`src/rtl/run_detect_ctrl_pkg.sv`:
```
// Shared definitions for the run detector: FSM state encodings and the minimum run length.
package run_detect_ctrl_pkg;

    typedef enum logic [1:0] {
        StIdle   = 2'd0,
        StArmed  = 2'd1,
        StCount  = 2'd2,
        StLocked = 2'd3
    } state_e;

    localparam int unsigned RUN_MIN = 2;

endpackage

```
`src/rtl/run_detect_ctrl_run_counter.sv`:
```
// Run tracker: remembers the last sampled bit and counts consecutive equal bits, saturating.
module run_counter #(
    parameter int unsigned CNT_W = 4
) (
    input  logic             Clock,
    input  logic             Reset,
    input  logic             clr,
    input  logic             restart,
    input  logic             inc,
    input  logic             w,
    output logic [CNT_W-1:0] run,
    output logic [CNT_W-1:0] run_inc,
    output logic             last
);

    localparam logic [CNT_W-1:0] One = CNT_W'(1);

    logic [CNT_W-1:0] run_q;
    logic             last_q;

    // Saturating increment, also used by the controller to decide z ahead of the edge.
    assign run_inc = (run_q == '1) ? run_q : run_q + One;

    always_ff @(posedge Clock) begin
        if (Reset) begin
            run_q  <= '0;
            last_q <= 1'b0;
        end else if (clr) begin
            run_q <= '0;
        end else if (restart) begin
            run_q  <= One;
            last_q <= w;
        end else if (inc) begin
            run_q <= run_inc;
        end
    end

    assign run  = run_q;
    assign last = last_q;

endmodule

```
`src/rtl/run_detect_ctrl.sv`:
```
// Serial run-length detector: pulses hit when a run of equal bits reaches the programmed
// length, counts hits, and locks out after a programmable number of hits.
module run_detect_ctrl
    import run_detect_ctrl_pkg::*;
#(
    parameter int unsigned CNT_W = 4
) (
    input  logic             Clock,
    input  logic             Reset,
    input  logic             arm,
    input  logic             clear,
    input  logic             bit_valid,
    input  logic             w,
    input  logic [CNT_W-1:0] run_len,
    input  logic [CNT_W-1:0] max_hits,
    output logic             z,
    output logic             hit,
    output logic [CNT_W-1:0] hits,
    output logic [1:0]       state,
    output logic             locked
);

    localparam logic [CNT_W-1:0] One    = CNT_W'(1);
    localparam logic [CNT_W-1:0] RunMin = CNT_W'(RUN_MIN);

    state_e           state_q, state_d;
    logic [CNT_W-1:0] hits_q, hits_d, hits_inc;
    logic             z_q, z_d;
    logic             hit_q, hit_d;
    logic             locked_q;

    logic [CNT_W-1:0] leff, run, run_inc;
    logic             last;
    logic             cnt_clr, cnt_restart, cnt_inc;
    logic             match, hit_event, lock_event;

    run_counter #(
        .CNT_W (CNT_W)
    ) u_run_counter (
        .Clock   (Clock),
        .Reset   (Reset),
        .clr     (cnt_clr),
        .restart (cnt_restart),
        .inc     (cnt_inc),
        .w       (w),
        .run     (run),
        .run_inc (run_inc),
        .last    (last)
    );

    assign leff     = (run_len < RunMin) ? RunMin : run_len;
    assign match    = bit_valid && (w == last);
    assign hits_inc = (hits_q == '1) ? hits_q : hits_q + One;

    // Hit only on the step from Leff-1 to Leff, so a shortened run_len never fires retroactively.
    assign hit_event  = (state_q == StCount) && !clear && arm && match && (run == leff - One);
    assign lock_event = hit_event && (max_hits != '0) && (hits_inc == max_hits);

    always_ff @(posedge Clock) begin
        if (Reset) begin
            state_q  <= StIdle;
            hits_q   <= '0;
            z_q      <= 1'b0;
            hit_q    <= 1'b0;
            locked_q <= 1'b0;
        end else begin
            state_q  <= state_d;
            hits_q   <= hits_d;
            z_q      <= z_d;
            hit_q    <= hit_d;
            locked_q <= (state_d == StLocked);
        end
    end

    always_comb begin
        state_d = state_q;
        if (clear) begin
            state_d = StIdle;
        end else begin
            unique case (state_q)
                StIdle:   if (arm) state_d = StArmed;
                StArmed:  if (!arm) state_d = StIdle;
                          else if (bit_valid) state_d = StCount;
                StCount:  if (!arm) state_d = StIdle;
                          else if (lock_event) state_d = StLocked;
                StLocked: state_d = StLocked;
                default:  state_d = StIdle;
            endcase
        end
    end

    always_comb begin
        cnt_clr     = 1'b0;
        cnt_restart = 1'b0;
        cnt_inc     = 1'b0;
        z_d         = z_q;
        hit_d       = 1'b0;
        hits_d      = hits_q;
        if (clear) begin
            cnt_clr = 1'b1;
            z_d     = 1'b0;
            hits_d  = '0;
        end else begin
            unique case (state_q)
                StIdle: begin
                end
                StArmed: begin
                    if (arm && bit_valid) begin
                        cnt_restart = 1'b1;
                        z_d         = 1'b0;
                    end
                end
                StCount: begin
                    if (!arm) begin
                        cnt_clr = 1'b1;
                        z_d     = 1'b0;
                    end else if (bit_valid) begin
                        if (match) begin
                            cnt_inc = 1'b1;
                            z_d     = (run_inc >= leff);
                            if (hit_event) begin
                                hit_d  = 1'b1;
                                hits_d = hits_inc;
                            end
                        end else begin
                            cnt_restart = 1'b1;
                            z_d         = 1'b0;
                        end
                    end
                end
                StLocked: begin
                    cnt_clr = 1'b1;
                    z_d     = 1'b0;
                end
                default: begin
                    cnt_clr = 1'b1;
                    z_d     = 1'b0;
                end
            endcase
        end
    end

    assign z      = z_q;
    assign hit    = hit_q;
    assign hits   = hits_q;
    assign state  = state_q;
    assign locked = locked_q;

endmodule

```
`config.mk`:
```
export PLATFORM = sky130hd
export DESIGN_NAME = run_detect_ctrl
export DESIGN_NICKNAME = d
export VERILOG_FILES = /design/src/rtl/run_detect_ctrl_pkg.sv /design/src/rtl/run_detect_ctrl_run_counter.sv /design/src/rtl/run_detect_ctrl.sv
export SDC_FILE = /design/constraint.sdc
export NUM_CORES = 1
export LEC_CHECK = 0
export ABC_AREA = 1
export CORE_MARGIN = 4
export CORE_UTILIZATION = 35
export DETAILED_ROUTE_END_ITERATION = 6
export MAX_ROUTING_LAYER = met4
export REMOVE_ABC_BUFFERS = 1
export SYNTH_ARGS = -nofsm -noshare
export SYNTH_HDL_FRONTEND = slang
export SYNTH_SLANG_ARGS = --single-unit
export TNS_END_PERCENT = 10
```
`constraint.sdc`:
```
create_clock -name Clock -period 6.1 [get_ports Clock]
set_input_delay 1.22 -clock Clock [delete_from_list [all_inputs] [get_ports Clock]]
set_output_delay 1.22 -clock Clock [all_outputs]
set_load 0.02 [all_outputs]
```
Word level (Yosys, flattened, before mapping)
Index checks and enable logic that the tools add are counted.

Logic and storage cells: 81. Flip-flop bits (word level): 14.

Multiplexer cells: 32. Equality and inequality tests: 11. Bitwise gates (word level): 5. Reduce and logical (&&, ||, !) cells: 20. Add/sub/neg operators: 3. Magnitude comparators: 2.

Operators by type and width (number): $mux 1 (19); $mux 2 (6); $mux 4 (3); $add 4x1->4 const B (2); $eq 4x4->1 (2); $eq 4x4->1 const B (2); $logic_and 1x1->1 (8); $pmux 2 s4 (1); $eq 2x2->1 const B (3); $reduce_or 6->1 (1); $not 1->1 (5); $reduce_and 5->1 (1); $ge 4x4->1 (1); $lt 4x2->1 const B (1); $pmux 1 s2 (2); $reduce_bool 4->1 (1); $reduce_or 2->1 (2); $sub 4x1->4 const B (1); $ne 3x3->1 const B (1); $pmux 1 s3 (1); $reduce_and 3->1 (1); $reduce_bool 3->1 (1); $reduce_or 3->1 (1); $eq 2x1->1 const B (1); other kinds (6) (6).

Depth between registers and ports, before layout
Word-level depth: 12. Mapped depth: 16. Depth with buffers taken out: 16.

Cells and area by module
A second synthesis with hierarchy kept.

Cells, all modules: 208. Area, all modules: 1255.0 um2.

Modules (own cells, without submodules): run_detect_ctrl (cells an instance 159, seq. area each 180.2 um2, area an instance 948.4 um2, instances 1); run_counter (cells an instance 49, seq. area each 100.1 um2, area an instance 306.5 um2, instances 1).

Worst setup path before layout
OpenSTA, ideal clock, no wires.

Path type: input port to flip-flop. Start: input port run_len[3]. End: register locked_q (netlist: locked). Arrival time: 2.523 ns. Slack: 3.513 ns. Cell stages on the path: 14. Setup time: 0.064 ns. Path buffers: 0. Cell sequence: nor2_1 -> nand2_1 -> nand2_2 -> ha_1 -> xnor2_1 -> nor2_1 -> nand2_1 -> nor2_4 -> nand3_2 -> nand2_1 -> nand2_1 -> nand2_1 -> nand2_1 -> nor2_1.

Cells in the longest elaborated chain, start to end: 12.

RTL lines: start, declared (line run_detect_ctrl.sv:14) `input logic [CNT_W-1:0] run_len,`; $lt 4x2->1 (line run_detect_ctrl.sv:51) `assign leff = (run_len < RunMin) ? RunMin : run_len;`; $mux 4 * (line run_detect_ctrl.sv:51); $sub 4x1->4 * (line run_detect_ctrl.sv:56) `assign hit_event = (state_q == StCount) && !clear && arm && match && (run == leff - One);`; $eq 4x4->1 * (line run_detect_ctrl.sv:56); $logic_and 1x1->1 * (line run_detect_ctrl.sv:56); $logic_and 1x1->1 * (2 in a row) (line run_detect_ctrl.sv:57) `assign lock_event = hit_event && (max_hits != '0) && (hits_inc == max_hits);`; $mux 2 * (line run_detect_ctrl.sv:85) `else if (lock_event) state_d = StLocked;`; $mux 2 * (line run_detect_ctrl.sv:84) `StCount: if (!arm) state_d = StIdle;`; $pmux 2 s4 * (line run_detect_ctrl.sv:80) `unique case (state_q)`; $mux 2 * (line run_detect_ctrl.sv:77) `if (clear) begin`; $eq 2x2->1 * (line run_detect_ctrl.sv:71) `locked_q <= (state_d == StLocked);`; end signal, assigned (line run_detect_ctrl.sv:71); end, declared (line run_detect_ctrl.sv:30) `logic locked_q;`.

Mark *: on every way between the ends. The rest lies on a longest branch, timed or not. A chain may end at the register's enable or synchronous reset.

Final worst setup path
Same ends and word-level chain as after synthesis.

==> metrics.md <==
| Metric | Value |
|---|---|
| Outcome | `finished clean` |
| Sw frac | `a little over a quarter` |
| Synth warn | `0` |
| Setup crit start kind | `input pin` |
| Final setup viols | `0` |
| RSZ-0062 raised after global routing | `false` |
| Data required, critical path | `roughly 6300 ps` |
| Buffers on Ports | `22` |
| WP data arrival | `3210 ps` |
| Rows | `20` |
| Most used standard cell by instance count after synthesis | `nand2_1` |
| Total clock sinks | `14` |
| Fin Setup TNS | `0 ps` |
| Hold Path Class | `flip-flop to flip-flop` |
| Final Cell Area | `1510 um^2` |
| Largest net degree at the start of global routing | `9` |
| Clock slew seen by the registers of the worst setup and hold paths | `90 ps` |
| Avg Inst Size Synth | `6.18 um^2` |
| Dominant cell type by area after synthesis | `dfxtp_1` |
| Clock Power Share | `34.2%` |
| Largest cells by area after synthesis | `dfxtp_1 (23%), nand2_1 (18%), ha_1 (11%)` |
| Async SR Flop Fraction | `0%` |
| Layout cell share with drive strength beyond 1 | `roughly 5.9%` |
| Total setup buffers inserted after CTS | `0` |
| Post-route minimum period | `2990 ps` |
| CP Max Fanout | `8` |
| Post-Synthesis Cell Area | `1200 um^2` |
| Worst setup path class | `input pin to flip-flop` |
| Area Growth Syn to Fin | `26.0%` |
| Remaining DRCs | `0` |
| Post-synth EDFFs | `0` |
| Post-synthesis cell count | `194` |
| Number of nets in the layout | `approximately 250` |
| Final Skew | `3.59 ps` |
| Tcrit/Tclk final | `between 40% and 50%` |
| CORE AREA | `3150 um^2` |
| Peak Freq | `0.335 GHz` |
| Sw Pwr | `0.0000537 W` |
| Post-CTS Resized | `0` |
| Initial Util | `38.0%` |
| Crit end category | `flip-flop` |
| Relative slew slack | `around 72%` |
| Routed vias | `roughly 1300` |
| Tot GR Track Use | `13.5%` |
| Seq pwr share | `a little under half` |
| H-tree depth | `1` |
| Drt initial violations | `58` |
| Register area share after synthesis | `23.4%` |
| Slew @ Worst Pin | `just over 400 ps` |
| Vias per inst | `4.74` |
| Max-cap viol count | `0` |
| Die Area | `4420 um^2` |
| Post-layout utilization of the core | `47.9%` |
| FF-to-FF setup slack | `~3800 ps` |
| Die Y | `~67 um` |
| #FFs+latches synth | `14` |
| Initial antenna violation count | `0` |
| Number of CTS-inserted buffers | `3` |
| Final Max Tran Viols | `0` |
| First-pass GRT wire length | `4.61 mm` |
| WL final | `around 2.7 mm` |
| Maximum VDD drop | `0.0640 mV` |
| Leakage | `around 0.73 nW` |
| Dpl hpwl | `2.30 mm` |
| Root Driver | `clkbuf_4` |
| Power Internal | `0.000146 W` |
| Predominant post-synthesis flop cell | `dfxtp_1` |
| CTS tree | `built` |
| First-pass iteration count of the detailed router | `4` |
| Hold_buf cts | `0` |
| Grt total ovfl | `0` |
| Diode count | `0` |
| CTS Buffer Depth | `2` |
| Num ports | `23` |
| Vias in the first global route | `between 1000 and 1500` |
| DRT antenna net count | `0` |
| Clock insertion delay at the later pin of the skew report | `280 ps` |
| Die width | `66.5 um` |
| Pwr Density | `133 nW/um^2` |
| Fin Hold WS | `481 ps` |
| Post-synth top area share | `23.4%` |
| WL/cell | `10.4 um` |
| Post-synth cell types | `21` |
| Final hold vios | `0` |
| Comb pwr share | `19.4%` |
| Total placed instance area | `1470 um^2` |
| Routability Congestion | `0.868` |
| Most instantiated cells after synthesis | `nand2_1 (59), inv_1 (36), nand3_1 (16), dfxtp_1 (14), nor2_1 (14)` |
[cell usage in the layout (no fill, tap or decap)]
cell type        count
a211oi_1             2
a21oi_1             10
a311oi_1             1
a31oi_1              3
clkbuf_4             3
clkbuf_8             1
clkdlybuf4s50_1     22
dfxtp_1             14
ha_1                11
inv_1               36
nand2_1             59
nand2_2              1
nand3_1             16
nand3_2              5
nand3b_1             1
nor2_1              14
nor2_2               1
nor2_4               2
nor3_1               3
o21a_1               2
o21ai_0              9
o21ai_1              1
xnor2_1              2
xor2_1               1
[final timing paths]
path,from,to,cells after the start
max,run_len[3],locked,15
max reg2reg,u_run_counter.run[1],z,12
min,u_run_counter.last,u_run_counter.last,2
min reg2reg,u_run_counter.last,u_run_counter.last,2
[state kept, by name, indices dropped and copies added (netlist names)]
| signal | cells |
|---|---|
| u_run_counter.run | 4 |
| z | 1 |
| hit | 1 |
| locked | 1 |
| u_run_counter.last | 1 |
| state | 2 |
| hits | 4 |
[per-layer routing]
| layer | global-route usage, % | share of wire (%) | wire, um | vias up |
|---|---|---|---|---|
| li1 | - | - | - | 673 |
| met1 | 17.3 | 49 | 1350 | 556 |
| met2 | 21.8 | 46 | 1260 | 21 |
| met3 | 1.35 | 3.8 | 104 | 2 |
| met4 | 5.33 | 0.98 | 27 | 0 |
| met5 | - | 0 | 0 | - |
[power by group through the flow]
stage,clock network [W],registers [W],logic (W)
final,0.0000684,0.0000930,0.0000388
after global placement,0,0.0000952,0.0000379
after detailed placement,0,0.0000951,0.0000386
after floorplan,0,0.0000959,0.0000211
after global routing,0.0000763,0.0000933,0.0000438
after CTS,0.0000697,0.0000930,0.0000389
[worst max-delay path, stage by stage]
cell and delay, ps:
clkdlybuf4s50_1 530, nor2_1 80, nand2_1 90, nand2_2 70
ha_1 310, xnor2_1 130, nor2_1 100, nand2_1 90
nor2_4 170, nand3_2 100, nand2_1 70, nand2_1 50
nand2_1 60, nand2_1 60, nor2_1 90
[through the flow]
step | instances | total power [W] | setup WS, ps
after CTS | 264 | 0.000202 | 3110
final | 264 | 0.000200 | 3110
after global routing | 264 | 0.000213 | 2930
after floorplan | 194 | 0.000117 | 3510
after detailed placement | 260 | 0.000134 | 2810
after global placement | 260 | 0.000133 | 2900
[final cells by class]
class / instances / area (um^2)
well taps: 44 / 55.1
clock buffers: 4 / 36.3
multi-input cells: 144 / 783
inverters: 36 / 135
repair buffers: 22 / 220
flip-flops and latches: 14 / 280
fillers: 346 / 1640
[cell families after synthesis]
logic type,Yosys count,share of synthesized area (%)
compound gates,28,13.2
xor+xnor,3,2.19
fa+ha+maj,11,11.5
buf+inv,36,11.3
flops,14,23.4
simple gates,102,38.5
Note: power is estimated with default switching activity, not from simulation.
